--- src/rtl/lieat_general_radix_4_pkg.sv ---
// Shared definitions for the radix-4 SRT on-the-fly quotient converter.
//   - One-hot quotient digit bit indices and the matching one-hot codes.
//   - Converter FSM state type.
package lieat_general_radix_4_pkg;

    localparam int unsigned QUOT_ONEHOT_WIDTH = 5;

    // Bit position of each digit inside the one-hot code.
    localparam int unsigned QUOT_NEG_2 = 0;
    localparam int unsigned QUOT_NEG_1 = 1;
    localparam int unsigned QUOT_ZERO  = 2;
    localparam int unsigned QUOT_POS_1 = 3;
    localparam int unsigned QUOT_POS_2 = 4;

    localparam logic [QUOT_ONEHOT_WIDTH-1:0] ONEHOT_NEG_2 = QUOT_ONEHOT_WIDTH'(1) << QUOT_NEG_2;
    localparam logic [QUOT_ONEHOT_WIDTH-1:0] ONEHOT_NEG_1 = QUOT_ONEHOT_WIDTH'(1) << QUOT_NEG_1;
    localparam logic [QUOT_ONEHOT_WIDTH-1:0] ONEHOT_ZERO  = QUOT_ONEHOT_WIDTH'(1) << QUOT_ZERO;
    localparam logic [QUOT_ONEHOT_WIDTH-1:0] ONEHOT_POS_1 = QUOT_ONEHOT_WIDTH'(1) << QUOT_POS_1;
    localparam logic [QUOT_ONEHOT_WIDTH-1:0] ONEHOT_POS_2 = QUOT_ONEHOT_WIDTH'(1) << QUOT_POS_2;

    typedef enum logic [1:0] {
        IDLE     = 2'd0,
        CONV     = 2'd1,
        WAIT_REM = 2'd2,
        DONE     = 2'd3
    } otfc_state_e;

endpackage

--- src/rtl/lieat_general_radix_4_otfc_step.sv ---
// One on-the-fly conversion step (combinational).
// Ports:
//   q, qm       current quotient and quotient-minus-one (QM == Q-1 mod 2^WIDTH)
//   digit       one-hot quotient digit {-2,-1,0,+1,+2}
//   q_next      updated Q
//   qm_next     updated QM
//   illegal     digit was not one-hot; the step was taken as digit 0
module lieat_general_radix_4_otfc_step
    import lieat_general_radix_4_pkg::*;
#(
    parameter int unsigned WIDTH = 32
) (
    input  logic [WIDTH-1:0]             q,
    input  logic [WIDTH-1:0]             qm,
    input  logic [QUOT_ONEHOT_WIDTH-1:0] digit,
    output logic [WIDTH-1:0]             q_next,
    output logic [WIDTH-1:0]             qm_next,
    output logic                         illegal
);

    logic [WIDTH-3:0] q_low;
    logic [WIDTH-3:0] qm_low;

    assign q_low  = q[WIDTH-3:0];
    assign qm_low = qm[WIDTH-3:0];

    // Positive digits extend Q, negative digits borrow from QM; the new QM is
    // always the new Q minus one so no carry chain is ever needed.
    always_comb begin
        q_next  = {q_low, 2'b00};
        qm_next = {qm_low, 2'b11};
        illegal = 1'b0;
        case (digit)
            ONEHOT_POS_2: begin
                q_next  = {q_low, 2'b10};
                qm_next = {q_low, 2'b01};
            end
            ONEHOT_POS_1: begin
                q_next  = {q_low, 2'b01};
                qm_next = {q_low, 2'b00};
            end
            ONEHOT_ZERO: begin
                q_next  = {q_low, 2'b00};
                qm_next = {qm_low, 2'b11};
            end
            ONEHOT_NEG_1: begin
                q_next  = {qm_low, 2'b11};
                qm_next = {qm_low, 2'b10};
            end
            ONEHOT_NEG_2: begin
                q_next  = {qm_low, 2'b10};
                qm_next = {qm_low, 2'b01};
            end
            default: begin
                // Zero-hot or multi-hot: behave as digit 0 and flag it.
                illegal = 1'b1;
            end
        endcase
    end

endmodule

--- src/rtl/lieat_general_radix_4_otfc.sv ---
// Sequential on-the-fly quotient converter for a radix-4 SRT divider.
// Accepts one-hot digits, keeps the Q/QM pair, applies the final remainder
// sign correction and hands the quotient to writeback via valid/ready.
// Ports:
//   clk, rst_n            clock, asynchronous active-low reset
//   start_i, iter_num_i   start a conversion of iter_num_i digits (0 means WIDTH/2)
//   quot_digit_valid_i,
//   quot_digit_i          one-hot digit stream
//   rem_valid_i,
//   rem_neg_i             final remainder sign
//   quot_o, quot_valid_o,
//   quot_ready_i          corrected quotient handshake
//   busy_o                not idle
//   err_o                 sticky illegal-digit flag, cleared on accepted start
module lieat_general_radix_4_otfc
    import lieat_general_radix_4_pkg::*;
#(
    parameter int unsigned WIDTH     = 32,
    parameter int unsigned CNT_WIDTH = $clog2(WIDTH / 2 + 1)
) (
    input  logic                         clk,
    input  logic                         rst_n,
    input  logic                         start_i,
    input  logic [CNT_WIDTH-1:0]         iter_num_i,
    input  logic                         quot_digit_valid_i,
    input  logic [QUOT_ONEHOT_WIDTH-1:0] quot_digit_i,
    input  logic                         rem_valid_i,
    input  logic                         rem_neg_i,
    output logic [WIDTH-1:0]             quot_o,
    output logic                         quot_valid_o,
    input  logic                         quot_ready_i,
    output logic                         busy_o,
    output logic                         err_o
);

    localparam logic [CNT_WIDTH-1:0] FULL_ITER = CNT_WIDTH'(WIDTH / 2);

    otfc_state_e          state_q, state_d;
    logic [WIDTH-1:0]     q_q, q_d;
    logic [WIDTH-1:0]     qm_q, qm_d;
    logic [CNT_WIDTH-1:0] cnt_q, cnt_d;
    logic [WIDTH-1:0]     quot_q, quot_d;
    logic                 err_q, err_d;

    logic [WIDTH-1:0]     step_q;
    logic [WIDTH-1:0]     step_qm;
    logic                 step_illegal;

    lieat_general_radix_4_otfc_step #(
        .WIDTH (WIDTH)
    ) u_step (
        .q       (q_q),
        .qm      (qm_q),
        .digit   (quot_digit_i),
        .q_next  (step_q),
        .qm_next (step_qm),
        .illegal (step_illegal)
    );

    always_comb begin
        state_d = state_q;
        q_d     = q_q;
        qm_d    = qm_q;
        cnt_d   = cnt_q;
        quot_d  = quot_q;
        err_d   = err_q;
        unique case (state_q)
            IDLE: begin
                // A digit arriving alongside start is dropped.
                if (start_i) begin
                    state_d = CONV;
                    q_d     = '0;
                    qm_d    = '1;
                    cnt_d   = (iter_num_i == '0) ? FULL_ITER : iter_num_i;
                    err_d   = 1'b0;
                end
            end
            CONV: begin
                if (quot_digit_valid_i) begin
                    q_d   = step_q;
                    qm_d  = step_qm;
                    cnt_d = cnt_q - CNT_WIDTH'(1);
                    if (step_illegal) begin
                        err_d = 1'b1;
                    end
                    if (cnt_q == CNT_WIDTH'(1)) begin
                        state_d = WAIT_REM;
                    end
                end
            end
            WAIT_REM: begin
                if (rem_valid_i) begin
                    quot_d  = rem_neg_i ? qm_q : q_q;
                    state_d = DONE;
                end
            end
            DONE: begin
                // start_i is deliberately not looked at here; it must come
                // back once the converter is idle.
                if (quot_ready_i) begin
                    state_d = IDLE;
                end
            end
            default: state_d = IDLE;
        endcase
    end

    always_ff @(posedge clk or negedge rst_n) begin
        if (!rst_n) begin
            state_q <= IDLE;
            q_q     <= '0;
            qm_q    <= '0;
            cnt_q   <= '0;
            quot_q  <= '0;
            err_q   <= 1'b0;
        end else begin
            state_q <= state_d;
            q_q     <= q_d;
            qm_q    <= qm_d;
            cnt_q   <= cnt_d;
            quot_q  <= quot_d;
            err_q   <= err_d;
        end
    end

    assign quot_o       = quot_q;
    assign quot_valid_o = (state_q == DONE);
    assign busy_o       = (state_q != IDLE);
    assign err_o        = err_q;

endmodule

--- config.mk ---
export PLATFORM = sky130hd
export DESIGN_NAME = lieat_general_radix_4_otfc
export DESIGN_NICKNAME = d
export VERILOG_FILES = /design/src/rtl/lieat_general_radix_4_pkg.sv /design/src/rtl/lieat_general_radix_4_otfc_step.sv /design/src/rtl/lieat_general_radix_4_otfc.sv
export SDC_FILE = /design/constraint.sdc
export NUM_CORES = 1
export LEC_CHECK = 0
export CAP_MARGIN = 15
export CORE_UTILIZATION = 50
export CTS_BUF_LIST = sky130_fd_sc_hd__clkbuf_8 sky130_fd_sc_hd__clkbuf_16
export DETAILED_ROUTE_END_ITERATION = 16
export PLACE_DENSITY = 0.81
export SLEW_MARGIN = 20
export SYNTH_ARGS = -nofsm -noshare
export SYNTH_HDL_FRONTEND = slang
export SYNTH_SLANG_ARGS = --single-unit
export TNS_END_PERCENT = 20
--- constraint.sdc ---
create_clock -name clk -period 3.3 [get_ports clk]
set_clock_uncertainty 0.05 [all_clocks]
set_input_delay 0.495 -clock clk [delete_from_list [all_inputs] [get_ports clk]]
set_output_delay 0.495 -clock clk [all_outputs]
set_load 0.02 [all_outputs]
==> results.md <==
- After synthesis, the largest area contributor takes up 52.1% of total cell area.
- The tool flagged a number of max-cap violations equal to 0.
- The critical path start-end classification is reg2out.
- The layout has 846 filler cells.
- After synthesis, the netlist uses 37 different library cells.
- After floorplanning, the core was divided into 36 placement rows.
- Summing the areas of all xor and xnor instances in the mapped netlist gives 0.877% of the synthesized area.
- The finished layout holds 701 standard cells, fillers aside.
- The maximum resistive drop on vdd is 0.436 mV.
- The repair_antennas step left the layout with diodes totalling 0.
- Counting instances in the post-synthesis netlist gives the leading cell types as sky130_fd_sc_hd__dfrtp_1 (104), sky130_fd_sc_hd__nand2_1 (94), sky130_fd_sc_hd__nor2_1 (70).
- After layout, the minimum clock period comes to 2.35 ns.
- The setup violation total in the final timing report is 0.
- The later pin in the worst-skew pair is clocked with a latency of 0.37 ns.
- Summed over all nets, the half-perimeter wirelength after detailed placement is 6840 µm.
- met2 is the most crowded layer.
- The count of unresolved DRC violations after routing is 0.
- The synthesized-area fraction occupied by adder cells is 1.50%.
- The clock net in this run drives a total of 104 sinks.
- The leakage power total is 2.71 nW.
- Sorting the synthesized cells by area gives the leading types as sky130_fd_sc_hd__dfrtp_1 (52%), sky130_fd_sc_hd__mux2i_1 (13%), sky130_fd_sc_hd__nand2_1 (7.1%), sky130_fd_sc_hd__nor2_1 (5.3%), sky130_fd_sc_hd__o21ai_0 (4.0%).
- The most critical setup path has its startpoint at state_q[0].
- The global routing met1 resource utilization is 30.6%.
- Once detail routing completed, the nets flagged for antenna violations numbered 0.
- The detailed router finished its first iteration with 311 violations.
- The worst hold path belongs to the class reg2reg.
- In this run, CTS created clock tree buffers numbering 9.
- The area growth from synthesis to layout is 16.3%.
- The accumulated negative setup slack is 0 ns.
- The capture point of the critical path is busy_o.
- The peak fanout along the critical path is 5.
- The switching power is 2.05 mW.
- The startpoint identified for the worst register-to-register timing path is state_q[0].
- The port buffer count is 51.
- The source of the worst hold timing path is q_q[31].
- The number of nets at the end of the flow is 586.
- Gates resized during post-CTS repair numbered 0.
- 52 I/O pins were placed.
- The cell depth of the worst min-delay path is 2.
- The total global routing overflow is 0.
- In this run the post-CTS setup repair buffer count came out at 0.
- After detailed routing, the number of vias per cell comes to 5.61.
- The number of antenna violations at the first check in global routing was 0.
- Sequential cells account for 42.4% of the total power.
- The signal on the critical path passes through inv_1, ha_1, inv_1, clkdlybuf4s50_1.
- The first global-routing pass estimated 18500 µm of wire.
- The slowest library cell on the worst path is sky130_fd_sc_hd__clkdlybuf4s50_1.
- The first detailed-routing pass took 4 iterations.
- Entering global routing, the biggest net connects 74 pins.
- The routed layout has 3931 vias.
- The global placer's final weighted congestion is 0.845.
- Measured against the total synthesized area, the mux share comes to 12.9%.
- For this run, the top clock speed supported by timing is 426 MHz.
- Summing the areas of all compound-gate instances in the mapped netlist gives 13.3% of the synthesized area.
- After layout, the worst setup slack is 0.950 ns.
- The die outline area is 10400 µm².
- The final hold violation count is 0.
- The met2 usage in global routing is 38.2%.
- Once the floorplan was initialized, standard cells occupied 51.3% of the core.
- Per report_power, the clock group accounts for 15.9% of the total.
- The number of instances in the placed design is 684.
- The met3 track demand over resource in global routing is 4.45%.
- Dividing the detail-routed wire length by the instance count gives 15.4 µm.
- The clock passes through at most 2 buffers.
- The clock root buffer master is sky130_fd_sc_hd__clkbuf_8.
- For this run, asynchronously set or reset flops after synthesis account for 100%.
- The net count after synthesis is 548.
- The largest family of logic cells by synthesized area is simple AND/OR/NAND/NOR gates.
- The type of destination of the critical path is an output port.
- The fraction of power consumed by combinational cells is 41.7%.
- For the worst setup path, the data required time is 2.75 ns.
- The flow ran to the end, and the final reports show no timing, DRC or antenna violations.
- The most common cell in the synthesized netlist is sky130_fd_sc_hd__dfrtp_1.
- The synthesized netlist devotes 14.9% of its cell area to simple gates.
- The H-tree depth is 3.
- For this run, the number of Yosys warnings is 0.
- The number of max-slew violations in the final report is 0.
- Yosys mapped a number of flops with a built-in enable equal to 0.
- The leading area contributor after synthesis is sky130_fd_sc_hd__dfrtp_1.
- The period utilization is 71.2%.
- The height of the die is 102 µm.
- The most numerous cell type found on the critical path is sky130_fd_sc_hd__inv_1.
- The sequential element share of the synthesized area is 52.1%.
- The endpoint identified for the worst register-to-register timing path is cnt_q[2].
- The instance count of the mapped netlist is 525.
- The worst-case headroom to the max-slew limit is 55.6%.
- After synthesis the netlist holds a flip-flop and latch count of 104.
- The arrival time of the worst setup path is 1.81 ns.
- The worst setup path is launched from a register.
- The flop-to-flop setup slack is 1.15 ns.
- The post-route netlist has 6.16% of its cells at a drive strength greater than 1.
- The number of global-route vias before repair is 3908.
- Global routing used 22.9% of the available tracks.
- In this run the standard cell core region covers 9730 µm².
- The pin slew with the least headroom to its limit is 0.665 ns.
- The cell family contributing the most delay on the critical path is buffers and inverters.
- The number of cells traversed by the worst register-to-register path is 7.
- The worst slack at placement is 0.836 ns.
- Setup repair after global routing left no endpoint under its margin.
- The total routed wirelength is 10800 µm.
- A synthesized cell averages 9.51 µm².
- From left edge to right edge, the die measures 102 µm.
- The most used flip-flop cell after synthesis is sky130_fd_sc_hd__dfrtp_1.
- The power density over cell area is 879 nW/µm².
- The number of buffers and inverters on the critical path is 3.
- TritonCTS built the clock tree.
- The delay of the slowest critical-path stage is 0.60 ns.
- After clock tree synthesis, the clock-pin slew on the worst setup and hold paths is 0.10 ns.
- Net switching is 40.1% of the power.
- The depth of the critical timing path with buffers and inverters included is 4.
- The internal portion of the total power is 3.06 mW.
- In this run the cell area of the synthesized design comes to 4990 µm².
worst min path at each step:
stage,to,slack (ns)
floorplan,cnt_q[0],0.15
global placement,quot_o[28],0.40
detailed placement,quot_o[28],0.41
CTS,q_q[31],0.45
global route,q_q[31],0.47
finish,q_q[31],0.45
cell type report:
cell class | instances | area (µm²) | area share [%]
timing repair buffer | 64 | 616 | 10.6
inverter | 10 | 37.5 | 0.647
clock inverter | 6 | 65.1 | 1.12
tap | 133 | 166 | 2.87
multi-input combinational | 374 | 2180 | 37.6
clock buffer | 10 | 138 | 2.37
sequential | 104 | 2600 | 44.8
placed cells by master (no fill, tap or decap), types with 3 or more instances in the layout:
master / instances
sky130_fd_sc_hd__inv_6: 3
sky130_fd_sc_hd__a31oi_1: 30
sky130_fd_sc_hd__mux2i_1: 63
sky130_fd_sc_hd__inv_1: 11
sky130_fd_sc_hd__o21ai_0: 40
sky130_fd_sc_hd__ha_1: 6
sky130_fd_sc_hd__dfrtp_1: 104
sky130_fd_sc_hd__a21oi_1: 35
sky130_fd_sc_hd__nor2_1: 69
sky130_fd_sc_hd__nand2_1: 94
sky130_fd_sc_hd__clkdlybuf4s50_1: 49
sky130_fd_sc_hd__xor2_1: 3
sky130_fd_sc_hd__clkbuf_8: 10
sky130_fd_sc_hd__a21o_1: 3
sky130_fd_sc_hd__buf_4: 12
worst min-delay path, cell delays in order (launching register included):
cell and delay [ns]:
sky130_fd_sc_hd__dfrtp_1 0.36, sky130_fd_sc_hd__nand2_1 0.05, sky130_fd_sc_hd__o21ai_0 0.06
per-stage QoR:
stage / hold slack (ns) / cell area [µm²] / util [%] / total power [mW]
after floorplan: 0.149 / 4990 / - / 3.46
final: 0.447 / 5810 / 59.7 / 5.10
after detailed placement: 0.407 / 5590 / 57.5 / 4.31
after global routing: 0.468 / 5810 / 59.7 / 5.46
after global placement: 0.400 / 5590 / 57.5 / 4.22
after CTS: 0.448 / 5810 / 59.7 / 5.13
logic make-up after synthesis:
family | count (synthesis)
flops | 104
simple gates | 182
compound gates | 117
fa+ha+maj | 6
buf+inv | 47
xor+xnor | 5
mux | 64
timing repair:
item	CTS	global route
setup endpoints to repair	0	0
hold endpoints to repair	7	0
hold buffers	1	0
state kept, by name, indices dropped and copies added, names as in the netlist:
name	count
q_q	32
qm_q	32
quot_o	32
cnt_q	5
state_q	2
err_o	1
power groups by stage:
stage	Combinational [mW]	Sequential, mW	Clock [mW]
final	2.13	2.16	0.812
after global placement	2.07	2.15	0
after global routing	2.35	2.23	0.876
after CTS	2.14	2.16	0.833
after detailed placement	2.13	2.19	0
after floorplan	1.12	2.34	0
per-layer routing:
metal,share of wire [%],vias to the layer above
met4,0.88,0
met1,46,1922
met3,4.9,10
met2,49,121
li1,-,1878
met5,0,-
No activity file was read; power rests on OpenSTA's default activity.
